`config.mk`:
```
export PLATFORM = sky130hd
export DESIGN_NAME = sync_ram_ctrl_m
export DESIGN_NICKNAME = d
export VERILOG_FILES = /design/src/rtl/sync_ram_ctrl_m.sv
export SDC_FILE = /design/constraint.sdc
export NUM_CORES = 1
export LEC_CHECK = 0
export BUFFER_PORTS_ARGS = -buffer_cell sky130_fd_sc_hd__buf_2
export CAP_MARGIN = 10
export CORE_MARGIN = 4
export CORE_UTILIZATION = 40
export DETAILED_ROUTE_END_ITERATION = 16
export SYNTH_ARGS = -nofsm -noshare
export SYNTH_HDL_FRONTEND = slang
export SYNTH_SLANG_ARGS = --single-unit
```
`constraint.sdc`:
```
create_clock -name clk -period 5.87 [get_ports clk]
set_input_delay 1.174 -clock clk [delete_from_list [all_inputs] [get_ports clk]]
set_output_delay 1.174 -clock clk [all_outputs]
set_load 0.02 [all_outputs]
```
`src/rtl/sync_ram_ctrl_m.sv`:
```
// rtl/sync_ram_ctrl_m.sv - single-port synchronous RAM with valid/ready requests, registered read response and init clear
// Optional per-byte parity storage and checking: SYNC_RAM_PARITY_EN
module sync_ram_ctrl_m #(
    parameter int                DWIDTH  = 8,
    parameter int                AWIDTH  = 5,
    parameter logic [DWIDTH-1:0] CLR_VAL = '0
) (
    input  logic                  clk,
    input  logic                  rst_n,
    input  logic                  req_valid,
    output logic                  req_ready,
    input  logic                  req_write,
    input  logic [AWIDTH-1:0]     req_addr,
    input  logic [DWIDTH-1:0]     req_wdata,
    input  logic [DWIDTH/8-1:0]   req_be,
    output logic                  rsp_valid,
    input  logic                  rsp_ready,
    output logic [DWIDTH-1:0]     rsp_rdata,
    output logic                  init_done
`ifdef SYNC_RAM_PARITY_EN
    ,
    input  logic                  inj_perr,
    output logic                  rsp_perr
`endif
);

    localparam int NB    = DWIDTH / 8;
    localparam int DEPTH = 1 << AWIDTH;

    typedef enum logic {
        ST_INIT = 1'b0,
        ST_RUN  = 1'b1
    } state_t;

    state_t              state_q, state_d;
    logic [AWIDTH-1:0]   clr_cnt_q, clr_cnt_d;
    logic                init_done_q, init_done_d;
    logic                rsp_valid_q, rsp_valid_d;
    logic [DWIDTH-1:0]   rsp_rdata_q, rsp_rdata_d;

    logic [DWIDTH-1:0]   mem_q [DEPTH];

    logic                req_ready_w;
    logic                wr_acc;
    logic                rd_acc;
    logic                mem_we;
    logic [AWIDTH-1:0]   mem_waddr;
    logic [DWIDTH-1:0]   mem_wdata;
    logic [NB-1:0]       mem_be;
    logic [DWIDTH-1:0]   rd_word;

`ifdef SYNC_RAM_PARITY_EN
    logic [NB-1:0]       par_q [DEPTH];
    logic                rsp_perr_q, rsp_perr_d;
    logic                mem_inj;
    logic [NB-1:0]       rd_par;
`endif

    always_comb begin
        state_d     = state_q;
        clr_cnt_d   = clr_cnt_q;
        init_done_d = init_done_q;
        req_ready_w = 1'b0;
        mem_we      = 1'b0;
        mem_waddr   = req_addr;
        mem_wdata   = req_wdata;
        mem_be      = req_be;
`ifdef SYNC_RAM_PARITY_EN
        mem_inj     = 1'b0;
`endif
        case (state_q)
            ST_INIT: begin
                mem_we    = 1'b1;
                mem_waddr = clr_cnt_q;
                mem_wdata = CLR_VAL;
                mem_be    = '1;
                clr_cnt_d = clr_cnt_q + AWIDTH'(1);
                if (clr_cnt_q == {AWIDTH{1'b1}}) begin
                    state_d     = ST_RUN;
                    init_done_d = 1'b1;
                end
            end
            ST_RUN: begin
                // A held response blocks every request, writes included.
                req_ready_w = !rsp_valid_q || rsp_ready;
                mem_we      = req_valid && req_ready_w && req_write;
`ifdef SYNC_RAM_PARITY_EN
                mem_inj     = inj_perr;
`endif
            end
            default: state_d = ST_INIT;
        endcase
    end

    assign wr_acc = req_valid && req_ready_w && req_write;
    assign rd_acc = req_valid && req_ready_w && !req_write;
    assign rd_word = mem_q[req_addr];

    always_comb begin
        rsp_valid_d = rsp_valid_q;
        rsp_rdata_d = rsp_rdata_q;
        if (rd_acc) begin
            rsp_valid_d = 1'b1;
            rsp_rdata_d = rd_word;
        end else if (rsp_ready) begin
            rsp_valid_d = 1'b0;
        end
    end

`ifdef SYNC_RAM_PARITY_EN
    always_comb begin
        rd_par = '0;
        for (int i = 0; i < NB; i++) begin
            rd_par[i] = ^rd_word[8*i +: 8];
        end
        rsp_perr_d = rsp_perr_q;
        if (rd_acc) begin
            rsp_perr_d = |(rd_par ^ par_q[req_addr]);
        end
    end
`endif

    always_ff @(posedge clk) begin
        if (!rst_n) begin
            state_q     <= ST_INIT;
            clr_cnt_q   <= '0;
            init_done_q <= 1'b0;
            rsp_valid_q <= 1'b0;
            rsp_rdata_q <= '0;
`ifdef SYNC_RAM_PARITY_EN
            rsp_perr_q  <= 1'b0;
`endif
        end else begin
            state_q     <= state_d;
            clr_cnt_q   <= clr_cnt_d;
            init_done_q <= init_done_d;
            rsp_valid_q <= rsp_valid_d;
            rsp_rdata_q <= rsp_rdata_d;
`ifdef SYNC_RAM_PARITY_EN
            rsp_perr_q  <= rsp_perr_d;
`endif
        end
    end

    // Storage has no reset; the INIT sweep defines its contents.
    always_ff @(posedge clk) begin
        if (rst_n && mem_we) begin
            for (int i = 0; i < NB; i++) begin
                if (mem_be[i]) begin
                    mem_q[mem_waddr][8*i +: 8] <= mem_wdata[8*i +: 8];
`ifdef SYNC_RAM_PARITY_EN
                    par_q[mem_waddr][i] <= (^mem_wdata[8*i +: 8]) ^ mem_inj;
`endif
                end
            end
        end
    end

    assign req_ready = req_ready_w;
    assign rsp_valid = rsp_valid_q;
    assign rsp_rdata = rsp_rdata_q;
    assign init_done = init_done_q;
`ifdef SYNC_RAM_PARITY_EN
    assign rsp_perr  = rsp_perr_q;
`endif

endmodule

```
==> results by group <==
Worst setup path
  – Crit path max-delay family: buffers and inverters
  – Critical Setup Path Class: input port to register
  – Buf/Inv on CP: 2
  – Crit-path cells: buf_6 -> buf_4 -> mux2i_1 -> a22oi_1 -> a21oi_1 -> or4_1 -> a21oi_1
  – R2r worst-path depth: 4
  – Crit path required time: 6.32 ns
  – Slowest-stage cell, CP: buf_4
  – Crit-path max cell delay: 0.98 ns
  – CP arrival: 4.14 ns
  – Worst Path Max Fanout: 66
  – Crit path launch type: input port
  – Critical path capture point type: register
  – Crit-path most repeated cell: a21oi_1
  – CP Depth: 7

Route
  – DRT Pass-1 Iters: 5
  – WL final: 24200 um
  – Starting DRT DRC Count: 578
  – Wire per inst: 23.0 um
  – Routed Antenna Nets: 0
  – DR DRC count: 0
  – Vias post-DR: 5882
  – Via density: 5.60

Timing
  – Unrepaired setup endpoints after global routing: false
  – Fin Setup TNS: 0 ns
  – Final setup margin: 2.18 ns
  – Final Max Tran Viols: 0
  – Final hold violations: 0
  – Worst-margin pin slew: 1.09 ns
  – Crit path time final: 3.69 ns
  – Slew HR: 0.273
  – Clk_skew: 0.0107 ns
  – Fin crit share: 0.628
  – Final setup fails: 0
  – Fmax: 271 MHz

Power
  – P_leak: 4.06 nW
  – Maximum VDD drop: 0.301 mV
  – P per Cell Area: 322 nW/um^2
  – Tot Pwr: 3.94 mW

Clocking
  – Cts bufs inserted: 27
  – Post-CTS Setup Inserts: 0
  – CTS tree: yes
  – Sinks on Clock Net: 272
  – Gates resized, CTS repair: 0
  – Max Buffers Root-to-Sink: 3
  – Clock slew at reported path FFs: 0.06 ns
  – Hold buffers post-CTS: 0
  – Worst skew pair latency: 0.52 ns
  – CTS H-tree lvls: 1
  – Root Driver: clkbuf_16

Die
  – Core Area: 26800 um^2
  – Cell Rows: 60
  – Die X: 173 um
  – Die ar.: 29800 um^2
  – Die Height: 173 um
  – Initial Util: 0.405
  – I/O pins: 30

Finish
  – Fillcell total: 2215
  – N_diodes: 0
  – Layout cells sized above 1: 0.125
  – Area occupied by registers: 8010 um^2
  – Multi-input logic area: 2620 um^2
  – Nets: 711
  – Layout Utilization: 0.456
  – Synth-to-Final Area Change: 12.5%

Synth
  – EDFF count, synth: 256
  – #FFs+latches synth: 272
  – Post-synth top area cell: edfxtp_1
  – Gate Count Post-Synth: 658
  – Synth top cells by count: 256 x edfxtp_1, 132 x mux2i_1, 64 x a22oi_1
  – Synthesis warning total: 0
  – Syn_nets: 679
  – Dominant cells by area after synthesis: edfxtp_1 71%, mux2i_1 12%, a22oi_1 4.4%
  – Synthesized area per cell: 16.5 um^2
  – Dominant synthesized flop cell: edfxtp_1
  – Top-area cell type share of the netlist area: 0.708
  – Async SR Flop Fraction: 0
  – Unique masters post-synth: 33
  – Sequential cell area fraction in the yosys report: 0.737
  – Most frequent cell after synthesis: edfxtp_1
  – Netlist Area Pre-Place: 10900 um^2

Global routing
  – All-Layer GR Usage: 0.158
  – Initial antenna violation count: 3
  – First-pass GRT wire length: 36300 um
  – Aggregate global routing overflow: 0
  – Largest net degree at the start of global routing: 67
  – Vias in the first global route: 6020

Run
  – Max_cap viols: 0

Placed design
  – Port bufs: 29
  – Gpl congestion: 0.839
  – Post-Place Setup Slack: 1.70 ns
  – DP HPWL: 15200 um

Run status
  – Status: complete, no violations

Hold path
  – Hold crit path type: register to register
  – Worst Hold Depth: 1
## power by group
group | internal [mW] | switching (mW)
registers | 2.10 | 0.00453
logic | 0.0478 | 0.0883
clock network | 1.02 | 0.676
total | 3.17 | 0.769
## per-layer routing
layer / vias up / part of all wire / routed length, um / GRT usage
met5: - / 0.00054 / 13 / 0
met3: 48 / 0.074 / 1780 / 0.0289
met4: 2 / 0.030 / 731 / 0.0499
met2: 230 / 0.49 / 11900 / 0.272
li1: 2660 / - / - / -
met1: 2942 / 0.40 / 9740 / 0.205
## through the flow
stage	area (um^2)	hold WS, ns	cells
finish	12200	0.461	1051
detailed placement	11300	0.450	1001
global placement	11300	0.442	1001
global route	12200	0.499	1051
CTS	12200	0.465	1050
floorplan	10900	0.495	658
## layout by cell type, fill, tap and decap left out, types with 3 or more instances in the layout
cell type	netlist	routed
edfxtp_1	256	256
mux2i_1	132	132
a22oi_1	64	64
a21oi_1	41	41
nor2_1	33	32
buf_2	1	28
clkbuf_16	0	27
dfxtp_1	16	16
buf_4	6	12
and2_1	11	11
nand2_1	11	11
o21ai_0	9	9
clkinv_2	0	9
nor2b_1	10	8
or4_1	8	8
o32ai_1	4	4
bufinv_16	0	4
clkinv_1	0	4
inv_1	3	3
o21a_1	3	3
clkbuf_1	20	3
## worst paths after layout
kind | start | to | slack [ns]
max | req_addr[0] | rsp_rdata[1] | 2.18
max reg2reg | state_q | mem_q[30][6] | 2.62
min | init_done | init_done | 0.46
min reg2reg | init_done | init_done | 0.46
## registers in the layout, indices dropped and copies added, names as in the netlist
| signal | count |
|---|---|
| rsp_rdata | 8 |
| state_q | 1 |
| rsp_valid | 1 |
| clr_cnt_q | 5 |
| mem_q | 256 |
| init_done | 1 |
## logic make-up (layout without fill, tap and decap cells)
logic type                 count (synthesis)  in the layout  synth area share
muxes                                    133            133             0.123
and+or+nand+nor                           85             85            0.0403
buffers and inverters                     42             94            0.0222
DFF                                      272            272             0.737
AOI/OAI and AO/OA                        122            122            0.0733
adders and majority gates                  2              2           0.00230
xor gates and xnor gates                   2              2           0.00161
## worst reg2reg max path, delay by kind of cell (launching register included)
family / cells / cell delay (ns)
and+or+nand+nor: 3 / 1.75
DFF: 1 / 0.91
AOI/OAI and AO/OA: 1 / 0.22
## layout make-up
cell class | instances | share of cell area
Timing Repair Buffer | 42 | 0.0220
Clock inverter | 19 | 0.0160
Sequential cell | 272 | 0.656
Clock buffer | 30 | 0.0562
Inverter | 3 | 0.000922
Tap cell | 341 | 0.0349
Multi-Input combinational cell | 344 | 0.214
(Power assumes the default switching activity.)
